## src/rtl/stdout_uart_tx.sv

```systemverilog
// stdout console path: byte FIFO feeding an 8N1 serializer.
// Stores from the memory stage are queued and shifted out on tx.
module stdout_uart_tx #(
  parameter int DEPTH        = 8,
  parameter int CLKS_PER_BIT = 16,
  parameter int CNT_W        = $clog2(DEPTH) + 1
) (
  input  logic             clk,
  input  logic             rst_n,
  input  logic             wr_en,
  input  logic [7:0]       wr_data,
  output logic             full,
  output logic             empty,
  output logic [CNT_W-1:0] count,
  output logic             overflow,
  output logic             busy,
  output logic             tx
);

  localparam int AW = $clog2(DEPTH);
  localparam int BW = $clog2(CLKS_PER_BIT);

  typedef enum logic [1:0] {
    IDLE,
    START,
    DATA,
    STOP
  } state_t;

  state_t        state;
  state_t        state_n;
  logic [AW-1:0] rd_ptr;
  logic [AW-1:0] wr_ptr;
  logic [7:0]    mem [DEPTH];
  logic [BW-1:0] baud;
  logic [BW-1:0] baud_n;
  logic [2:0]    idx;
  logic [2:0]    idx_n;
  logic [7:0]    shift;
  logic [7:0]    shift_n;
  logic          tx_n;
  logic          pop;
  logic          push;
  logic          last;

  assign full  = count == CNT_W'(DEPTH);
  assign empty = count == '0;
  assign busy  = state != IDLE;
  assign last  = baud == BW'(CLKS_PER_BIT - 1);
  // a same-edge pop frees the slot, so a push into a full FIFO still lands
  assign push  = wr_en && (!full || pop);

  // FIFO storage: written only on an accepted push
  always_ff @(posedge clk) begin
    if (push) begin
      mem[wr_ptr] <= wr_data;
    end
  end

  // FIFO pointers, occupancy and sticky drop flag
  always_ff @(posedge clk) begin
    if (!rst_n) begin
      rd_ptr   <= '0;
      wr_ptr   <= '0;
      count    <= '0;
      overflow <= 1'b0;
    end else begin
      if (push) begin
        wr_ptr <= wr_ptr + AW'(1);
      end
      if (pop) begin
        rd_ptr <= rd_ptr + AW'(1);
      end
      if (wr_en && !push) begin
        overflow <= 1'b1;
      end
      count <= count + CNT_W'(push) - CNT_W'(pop);
    end
  end

  // serializer state register; tx is registered from the next state
  always_ff @(posedge clk) begin
    if (!rst_n) begin
      state <= IDLE;
      baud  <= '0;
      idx   <= '0;
      shift <= '0;
      tx    <= 1'b1;
    end else begin
      state <= state_n;
      baud  <= baud_n;
      idx   <= idx_n;
      shift <= shift_n;
      tx    <= tx_n;
    end
  end

  // next state, FIFO pop and next tx level
  always_comb begin
    state_n = state;
    baud_n  = baud + BW'(1);
    idx_n   = idx;
    shift_n = shift;
    pop     = 1'b0;
    unique case (state)
      IDLE: begin
        baud_n = '0;
        if (!empty) begin
          pop     = 1'b1;
          shift_n = mem[rd_ptr];
          state_n = START;
        end
      end
      START: begin
        if (last) begin
          baud_n  = '0;
          idx_n   = '0;
          state_n = DATA;
        end
      end
      DATA: begin
        if (last) begin
          baud_n  = '0;
          shift_n = {1'b0, shift[7:1]};
          idx_n   = idx + 3'd1;
          if (idx == 3'd7) begin
            state_n = STOP;
          end
        end
      end
      STOP: begin
        if (last) begin
          baud_n = '0;
          if (!empty) begin
            pop     = 1'b1;
            shift_n = mem[rd_ptr];
            state_n = START;
          end else begin
            state_n = IDLE;
          end
        end
      end
      default: begin
        state_n = IDLE;
      end
    endcase
    tx_n = 1'b1;
    if (state_n == START) begin
      tx_n = 1'b0;
    end else if (state_n == DATA) begin
      tx_n = shift_n[0];
    end
  end

endmodule

```

## config.mk

```make
export PLATFORM = sky130hd
export DESIGN_NAME = stdout_uart_tx
export DESIGN_NICKNAME = d
export VERILOG_FILES = /design/src/rtl/stdout_uart_tx.sv
export SDC_FILE = /design/constraint.sdc
export NUM_CORES = 1
export LEC_CHECK = 0
export CAP_MARGIN = 25
export CORE_MARGIN = 2
export CORE_UTILIZATION = 60
export DETAILED_ROUTE_END_ITERATION = 12
export GPL_ROUTABILITY_DRIVEN = 1
export PLACE_DENSITY_LB_ADDON = 0.15
export SYNTH_ARGS = -nofsm -noshare
export SYNTH_HDL_FRONTEND = slang
export SYNTH_SLANG_ARGS = --single-unit
export TNS_END_PERCENT = 5
```

## constraint.sdc

```tcl
create_clock -name clk -period 7.6 [get_ports clk]
set_input_delay 0.76 -clock clk [delete_from_list [all_inputs] [get_ports clk]]
set_output_delay 0.76 -clock clk [all_outputs]
set_load 0.03 [all_outputs]
```

After elaboration in Yosys (flattened, before gate mapping)

Memory sizes are Yosys's and may differ from the RTL's. A register that Yosys moved wholly into a read port is not among the register bits.
Cells that the tools add are included.

Input port bits: 11
Bits in writable memories: 64
Memories kept: 1
Output and inout port bits: 9
Register bits after elaboration: 29
Word-level logic and storage cells: 66

Muxes and demuxes: 25
Reductions and logical operators: 13
Add/sub/neg operators: 6
Equality and inequality tests: 11

Memory list:

| memory | depth | width | rd ports | clocked after Yosys merged registers in | write ports | RTL line | source |
|---|---|---|---|---|---|---|---|
| mem    | 8     | 8     | 1        | 1                                       | 1           | 34       | `logic [7:0] mem [DEPTH];` |

Operators by type and width:

| operator                                                         | number |
|---|---|
| 8-bit two-way mux                                                | 3 |
| 8-bit case mux with 3 select lines                               | 1 |
| 3-bit two-way mux                                                | 4 |
| 2-bit two-way mux                                                | 5 |
| 3-bit by 1-bit adder with 3-bit output (second input constant)   | 3 |
| 4-bit == test (second input constant)                            | 2 |
| 2-bit case mux with 4 select lines                               | 1 |
| 4-bit case mux with 2 select lines                               | 1 |
| 1-bit two-way mux                                                | 7 |
| 2-bit == test (second input constant)                            | 3 |
| 2-bit != test (second input constant)                            | 3 |
| 3-bit case mux with 2 select lines                               | 1 |
| 3-bit AND reduction                                              | 2 |
| 4-bit by 1-bit adder with 4-bit output                           | 1 |
| 4-bit by 1-bit adder with 4-bit output (second input constant)   | 1 |
| 2-bit by 1-bit == test with 1-bit output (second input constant) | 2 |
| 4-bit zero test                                                  | 1 |
| 4-bit two-way mux                                                | 1 |
| 2-bit nonzero test                                               | 2 |
| 4-bit by 1-bit subtractor with 4-bit output                      | 1 |
| 3-bit == test (second input constant)                            | 1 |
| 3-bit nonzero test                                               | 1 |
| 3-bit OR reduction                                               | 1 |
| 1-bit logical AND                                                | 2 |
| other kinds (4)                                                  | 5 |

Logic depth before layout (Yosys ltp)

Gate-level depths: netlist of the first run.

Depth in word-level cells: 8
Gate-level depth with buffers: 13
Gate-level depth less buffers: 12

Worst setup path before layout of the first run

No wires, ideal clock.

Path type: reg2reg
Start: register count[2]
End: memory mem[0][0] (enable)
Cell stages (with the launch flop): 9
Setup time: 0.395 ns
Path slack: 4.784 ns
Arrival: 2.421 ns
Buffers on the path: 1
Required time: 7.205 ns
Clock period less this slack: 2.816 ns
Cell sequence: dfxtp_1 -> inv_1 -> ha_1 -> or3b_1 -> buf_6 -> inv_4 -> nor3_4 -> o21ai_4 -> nor4_1

Cells in the longest elaborated chain, start to end: 8
Elaborated cells on any way between the ends: 10
Classes of those cells: eq/ne: 1; mux: 5; reduce/logical: 4

RTL lines:

| element                                   | RTL line | source |
|---|---|---|
| start, declared                           | 14       | `output logic [CNT_W-1:0] count,` |
| start signal, assigned                    | 77       | `count <= count + CNT_W'(push) - CNT_W'(pop);` |
| 4-bit zero test *                         | 47       | `assign empty = count == '0;` |
| via empty                                 | 13       | `output logic empty,` |
| 1-bit two-way mux *                       | 108, 134 |  |
| 1-bit two-way mux                         | 132      | `if (last) begin` |
| 1-bit case mux with 2 select lines *      | 105      | `unique case (state)` |
| 1-bit logical OR *                        | 51       | `assign push = wr_en && (!full \|\| pop);` |
| 1-bit logical AND *                       | 51       |  |
| 1-bit two-way mux *                       | 55       | `if (push) begin` |
| 1-bit two-way mux (not written as such) * | 56       | `mem[wr_ptr] <= wr_data;` |
| end, declared                             | 34       |  |

The timed path passes the listed nets; every way through them passes the cells marked *.

Worst setup path after layout of the first run

Start: register count[2]
End: output port empty

Cells in the longest elaborated chain, start to end: 1

RTL lines:

| element         | RTL line |
|---|---|
| 4-bit zero test | 47 |
| end, declared   | 13 |

No other way between the ends.

==> out/qor.log, run 1 <==
INFO  synth          synth_top_cells_by_area=sky130_fd_sc_hd__edfxtp_1 47%, sky130_fd_sc_hd__dfxtp_1 16%, sky130_fd_sc_hd__mux4_2 8.8%
INFO  floorplanning  design.core.area=6680um2
INFO  cts            cts_max_path_buffers=2
INFO  grt            globalRoute.busiestLayer=met2
INFO  synth          post_synth_instance_area=4090um2
INFO  synth          synth_top_area_frac=0.470
INFO  synth          ys.warnings.count=0
INFO  sta            min_period_over_period=0.426
INFO  synth          synthesized_instance_count=294
INFO  synth          yosys.cell_types.count=47
INFO  worst_setup_path criticalPathCategory=flop to output pin
INFO  cts            post_cts_buffers=0
INFO  power_and_ir_drop leakagePower=1.57nW
INFO  place          place_ws=4.42ns
INFO  worst_setup_path critical_path_peak_fanout=19
INFO  sta            achievable-frequency=0.309GHz
INFO  worst_setup_path worst_ep_arrival_time=2.48ns
INFO  place          half_perimeter_wire_length_of_the_detailed_placement_result=4840um
INFO  routing        avgRoutedWirePerCell=17.8um
INFO  routing        detailedRoute.firstIterationViolations=142
INFO  sta            timing.clock.skew=0.00991ns
INFO  place          io_buffers=19
INFO  grt            grt.met1_usage=0.304
INFO  cts            worstSkewPairLatency=0.37ns
INFO  grt            globalRouteTotalUtil=0.215
INFO  sta            timing.setup.tns=0ns
INFO  grt            groute.layer.met3.usage=0.0571
INFO  finish         fillers=478
INFO  sta            worst_slew_pin_slew=0.947ns
INFO  sta            slew_violations=0
INFO  cts            tritoncts.num_buffers=9
INFO  sta            slew-limit-headroom=0.367
INFO  cts            ctsHtreeMaxLevel=3
INFO  floorplanning  num_io_pins=20
INFO  routing        wirelength=7200um
INFO  worst_setup_path required=6.84ns
INFO  finish         design.final.nets=346
INFO  grt            grt_pass1_vias=2265
INFO  finish         area_added_between_synthesis_and_finish=11.5%
INFO  min_path       hold_start=baud[0]
INFO  sta            finalHoldViolCount=0
INFO  sta            setup_ws=4.36ns
INFO  grt            antenna_found_initial=0
INFO  floorplanning  initial_core_util=0.612
INFO  grt            grt_overflow=0
INFO  routing        drc=0
INFO  floorplanning  placementRows=30
INFO  synth          syn_nets=321
INFO  power_and_ir_drop pwr_density_cell=338nW/um2
INFO  cts            cts.root.buffer_cell=sky130_fd_sc_hd__clkbuf_8
INFO  place          routabilityCongestion=0.789
INFO  floorplanning  design.die.area=7490um2
INFO  job            maxCapViolations=0
INFO  synth          asyncSetResetFlopFracSynth=0
INFO  synth          synth_area_per_cell=13.9um2
INFO  routing        route.vias.total=2380
INFO  cts            clock_sinks=96
INFO  sta            setup-violations-final=0
INFO  routing        vias_per_instance=5.89
INFO  place          placed_cell_area=4340um2
INFO  finish         seqCellArea=2560um2
INFO  finish         antenna_cells_inserted=0
INFO  worst_setup_path worstReg2RegStart=count[2]
INFO  finish         final_layout_size_suffix_gt1_frac=0.136
INFO  finish         final_core_utilization=0.682
INFO  cts            count_of_instances_resized_after_the_clock_tree_is_built=0
INFO  synth          register_bit_total_from_synthesis=96
INFO  worst_setup_path crit_path_start_kind=flop
INFO  cts            cts_hold_buffers=0
INFO  sta            final.min_clock_period=3.24ns
INFO  finish         multi_input_area=1420um2
INFO  finish         fin_area=4560um2
INFO  cts            tritoncts=done
INFO  floorplanning  die_y_extent=86.6um
INFO  run_status     status=complete, no violations
INFO  routing        drtPass1Iterations=4
INFO  synth          yosys_most_used_dff=sky130_fd_sc_hd__edfxtp_1
INFO  floorplanning  dieWidth=86.6um
INFO  cts            clk_pin_slew=0.10ns
INFO  synth          synth_enable_flop_cells=64
INFO  routing        detail-route-antenna-nets=0
INFO  sta            unrepaired_setup_endpoints_after_global_routing=false
INFO  min_path       sink_of_the_worst_hold_path=baud[0]
INFO  min_path       classification_of_the_worst_slack_hold_path=flop to flop
INFO  grt            met2_usage_in_global_routing=0.333
INFO  grt            grt_first_pass_wirelength=11800um
INFO  grt            grt_start_max_net_pins=20
INFO  synth          netlist.top_cell.by_area=sky130_fd_sc_hd__edfxtp_1
INFO  worst_setup_path worstRegToRegCells=7
INFO  power_and_ir_drop power.ir.vdd_worst=0.000263V
INFO  worst_setup_path setup.reg_to_reg.worst_slack=4.53ns
INFO  synth          seq_area_frac_synth=0.626
INFO  worst_setup_path regToRegEndpoint=mem[7][1]
INFO  worst_setup_path crit_path_end_kind=output pin
INFO  min_path       min_delay_path_depth=1
[cells in the final DEF (no fill, tap or decap), drive strengths merged, types with 2 or more instances in the layout]
cell type      synthesis  layout
o22ai                  2       2
nand3                  6       6
edfxtp                64      64
nor3                   8       8
buf                    7       6
ha                    15      15
xnor2                  3       3
clkbuf                 4       9
dfxtp                 32      32
a21o                   2       2
clkdlybuf4s50          0      19
mux2i                  8       8
xor2                   5       5
mux4                  16      16
o211ai                 2       2
clkinvlp               0       2
nand2                 25      25
o21ai                 16      16
nand2b                 4       4
o2bb2ai                7       7
a21oi                  7       7
inv                   11      15
and2                   2       2
nor2                  28      28
a31oi                  2       2
a32oi                  2       2
[stage by stage]
stage | power, mW | instances | hold WS, ns
final | 1.54 | 404 | 0.463
after global routing | 1.64 | 404 | 0.511
after CTS | 1.56 | 402 | 0.463
after detailed placement | 1.21 | 386 | 0.441
after global placement | 1.20 | 384 | 0.430
after floorplan | 1.08 | 294 | 0.418
[registers in the layout (all words and copies together) (netlist names), named ones only]
register  count
overflow      1
rd_ptr        3
state         2
mem          64
shift         8
count         4
baud          4
tx            1
idx           3
wr_ptr        3
[synthesized netlist by cell type, drive strengths merged, types with 2 or more instances]
library cell,instances
edfxtp,64
dfxtp,32
nor2,28
nand2,25
mux4,16
o21ai,16
ha,15
inv,11
mux2i,8
nor3,8
a21oi,7
buf,7
o2bb2ai,7
nand3,6
xor2,5
clkbuf,4
nand2b,4
xnor2,3
a21o,2
a31oi,2
a32oi,2
and2,2
o211ai,2
o22ai,2
[critical path, cell delays in order (launching register included)]
cell	delay (ns)
sky130_fd_sc_hd__dfxtp_1	0.32
sky130_fd_sc_hd__inv_1	0.09
sky130_fd_sc_hd__ha_1	0.14
sky130_fd_sc_hd__or3b_1	0.66
sky130_fd_sc_hd__inv_4	0.19
sky130_fd_sc_hd__clkdlybuf4s50_1	0.70
[layer usage]
| layer | routed length, um | up-vias |
|---|---|---|
| met4 | 87 | 0 |
| li1 | - | 1147 |
| met1 | 3320 | 1175 |
| met3 | 349 | 12 |
| met5 | 0 | - |
| met2 | 3440 | 46 |
[how the worst max path moves through the flow]
| stage | startpoint | endpoint | slack, ns | cells after the start |
|---|---|---|---|---|
| after floorplan | count[2] | mem[0][0] | 4.78 | 8 |
| after global placement | count[2] | mem[3][1] | 4.47 | 7 |
| after detailed placement | count[2] | mem[4][1] | 4.42 | 7 |
| after CTS | count[2] | empty | 4.34 | 5 |
| after global routing | count[2] | empty | 4.24 | 5 |
| final | count[2] | empty | 4.36 | 5 |
[kinds of logic (layout without fill, tap and decap cells)]
family                     Yosys count  after routing  share of synthesized area
and+or+nand+nor                     80             80                     0.0890
muxes                               25             25                      0.110
AOI/OAI and AO/OA                   46             46                     0.0786
DFF                                 96             96                      0.626
adders and majority gates           16             16                     0.0508
xor gates and xnor gates             8              8                     0.0171
buffers and inverters               23             53                     0.0275
[where the power goes]
part	internal (mW)	switching, mW
clock network	0.159	0.186
logic	0.222	0.296
registers	0.627	0.0506
total	1.01	0.533
[layout make-up]
| class | instances | area share |
|---|---|---|
| flip-flops and latches | 96 | 0.562 |
| multi-input cells | 175 | 0.310 |
| repair buffers | 25 | 0.0494 |
| clock buffers | 9 | 0.0272 |
| well taps | 80 | 0.0220 |
| clock inverters | 7 | 0.0187 |
| inverters | 12 | 0.0104 |
Power figures use the tool's default switching activity.
==> inputs of run 2 (changes only) <==
- CORE_UTILIZATION: 60 -> 59
- clock period: 7.6 -> 3.06 ns (I/O delays scaled with it)
==> run 2 against run 1 <==
Net effect: register-to-register slack lost 4.1 ns; first-iteration DRC count grew 42%; wire length grew 1.3%; combinational power grew to 2.5 times the previous value; worst setup slack lost 3.9 ns; sequential cell count is the same; non-clock buffer count grew 5; final area grew 0.85%; clock power grew 140%; critical path depth grew 6; die area grew 1.6%; count of clock-buffer cells in the layout is the same; critical endpoint is now count[2].
==> out/qor.log, run 2 (synthesized netlist as in run 1, its figures left out) <==
INFO  cts            cts_hold_buffers=0 [unchanged]
INFO  finish         fillers=496 [+3.8%]
INFO  grt            grt_first_pass_wirelength=11600um [-1.5%]
INFO  worst_setup_path crit_path_end_kind=flop
INFO  cts            post_cts_buffers=0 [unchanged]
INFO  sta            timing.setup.tns=0ns [unchanged]
INFO  cts            clock_sinks=96 [unchanged]
INFO  floorplanning  placementRows=30 [unchanged]
INFO  run_status     status=complete, no violations
INFO  finish         area_added_between_synthesis_and_finish=12.4%
INFO  place          dpl.cell_count=393 [+1.8%]
INFO  finish         antenna_cells_inserted=0 [unchanged]
INFO  finish         layout_common_cells=64 x sky130_fd_sc_hd__edfxtp_1, 32 x sky130_fd_sc_hd__dfxtp_1, 28 x sky130_fd_sc_hd__nor2_1
INFO  floorplanning  die_y_extent=87.3um [+0.80%]
INFO  floorplanning  initial_core_util=0.605 [-0.00680]
INFO  power_and_ir_drop pwr_density_cell=837nW/um2 [+150%]
INFO  worst_setup_path critical_path_peak_fanout=6 [-13]
INFO  finish         largest-register=mem
INFO  floorplanning  dieWidth=87.3um [+0.80%]
INFO  sta            slew_violations=0 [unchanged]
INFO  cts            count_of_instances_resized_after_the_clock_tree_is_built=0 [unchanged]
INFO  routing        detail-route-antenna-nets=0 [unchanged]
INFO  sta            setup_ws=0.442ns [-3.92 ns]
INFO  floorplanning  num_io_pins=20 [unchanged]
INFO  worst_setup_path required=3.31ns [-3.53 ns]
INFO  place          io_buffers=19 [unchanged]
INFO  place          place_ws=0.482ns [-3.94 ns]
INFO  routing        wirelength=7290um [+1.3%]
INFO  routing        drtPass1Iterations=4 [unchanged]
INFO  worst_setup_path worst_ep_arrival_time=2.87ns [+0.39 ns]
INFO  cts            worstSkewPairLatency=0.36ns [about the same]
INFO  job            maxCapViolations=0 [unchanged]
INFO  finish         mostFrequentLayoutCell=sky130_fd_sc_hd__edfxtp_1
INFO  finish         largestRegisters=mem (64), shift (8)
INFO  cts            clk_pin_slew=0.10ns [about the same]
INFO  finish         largest_reg_flops=64 [unchanged]
INFO  routing        drc=0 [unchanged]
INFO  cts            ctsHtreeMaxLevel=3 [unchanged]
INFO  place          routabilityCongestion=0.787 [-0.23%]
INFO  finish         design.final.nets=351 [+1.4%]
INFO  min_path       classification_of_the_worst_slack_hold_path=flop to flop
INFO  grt            globalRouteTotalUtil=0.206 [-0.00903]
INFO  worst_setup_path crit_path_start_kind=flop
INFO  cts            tritoncts.num_buffers=9 [unchanged]
INFO  power_and_ir_drop power.ir.vdd_worst=0.000545V [+110%]
INFO  routing        vias_per_instance=5.77 [-2.1%]
INFO  floorplanning  design.die.area=7610um2 [+1.6%]
INFO  floorplanning  design.core.area=6760um2 [+1.1%]
INFO  worst_setup_path criticalPathCategory=flop to flop
INFO  sta            worst_slew_pin_slew=0.773ns [-0.174 ns]
INFO  routing        avgRoutedWirePerCell=17.8um [about the same]
INFO  finish         final_cells=409 [+1.2%]
INFO  routing        route.vias.total=2358 [-0.92%]
INFO  sta            unrepaired_setup_endpoints_after_global_routing=false
INFO  cts            cts_max_path_buffers=2 [unchanged]
INFO  grt            grt_pass1_vias=2275 [+0.44%]
INFO  sta            timing.clock.skew=0.0126ns [+0.00267 ns]
INFO  sta            finalHoldViolCount=0 [unchanged]
INFO  grt            grt_start_max_net_pins=21 [+5.0%]
INFO  grt            grt_overflow=0 [unchanged]
INFO  finish         final_layout_size_suffix_gt1_frac=0.149 [+0.0131]
INFO  routing        detailedRoute.firstIterationViolations=202 [+42%]
INFO  cts            tritoncts=done
INFO  grt            antenna_found_initial=0 [unchanged]
INFO  sta            achievable-frequency=0.382GHz
INFO  sta            setup-violations-final=0 [unchanged]
INFO  sta            final.min_clock_period=2.62ns
INFO  cts            cts.root.buffer_cell=sky130_fd_sc_hd__clkbuf_8
INFO  place          half_perimeter_wire_length_of_the_detailed_placement_result=4970um [+2.7%]
INFO  sta            slew-limit-headroom=0.484 [+0.118]
INFO  power_and_ir_drop leakagePower=1.59nW [+1.7%]
INFO  sta            min_period_over_period=0.856
[run 2: final cells by class]
cell class | instances | area (um2) | area share
sequential | 96 | 2560 | 0.557
multi-input combinational | 175 | 1420 | 0.308
timing repair buffer | 30 | 273 | 0.0593
clock buffer | 9 | 124 | 0.0269
tap | 80 | 100 | 0.0218
clock inverter | 7 | 76.3 | 0.0166
inverter | 12 | 47.5 | 0.0103
[run 2: worst max-delay path: stages (launching register included)]
cell	delay [ns]
sky130_fd_sc_hd__dfxtp_1	0.44
sky130_fd_sc_hd__inv_1	0.11
sky130_fd_sc_hd__ha_1	0.22
sky130_fd_sc_hd__a41oi_1	0.52
sky130_fd_sc_hd__or3_1	0.24
sky130_fd_sc_hd__nand3_1	0.09
sky130_fd_sc_hd__nand2_1	0.09
sky130_fd_sc_hd__ha_1	0.16
sky130_fd_sc_hd__inv_1	0.06
sky130_fd_sc_hd__fa_1	0.37
sky130_fd_sc_hd__xor2_1	0.15
sky130_fd_sc_hd__nor2_1	0.06
[run 2: power breakdown]
| group | switching, mW | internal [mW] | leakage [nW] | total, mW |
|---|---|---|---|---|
| logic | 0.727 | 0.585 | 0.647 | 1.31 |
| clock network | 0.498 | 0.327 | 0.103 | 0.825 |
| registers | 0.153 | 1.56 | 0.842 | 1.71 |
| total | 1.38 | 2.47 | 1.59 | 3.85 |
[run 2: per-layer routing]
metal  vias up  track usage  share of wire
met2        44        0.309           0.47
met3         8       0.0408          0.034
li1       1156            -              -
met5         -            0              0
met1      1150        0.305           0.48
met4         0       0.0685          0.012
[run 2: path summary, 6_finish.rpt]
check              to  cells after the start  startpoint  slack, ns
max          count[2]                     11    state[1]       0.44
min           baud[0]                      1     baud[0]       0.45
max reg2reg  count[2]                     11    state[1]       0.44
min reg2reg   baud[0]                      1     baud[0]       0.45
[run 2: stage by stage]
stage / hold slack, ns / total power, mW / utilization / cell area (um2)
3_3_place_gp: 0.430 / 3.02 / 0.651 / 4400
6_report: 0.453 / 3.85 / 0.681 / 4600
5_1_grt: 0.467 / 4.07 / 0.681 / 4600
2_1_floorplan: 0.405 / 2.68 / - / 4090
4_1_cts: 0.457 / 3.87 / 0.681 / 4600
3_5_place_dp: 0.438 / 3.06 / 0.651 / 4400
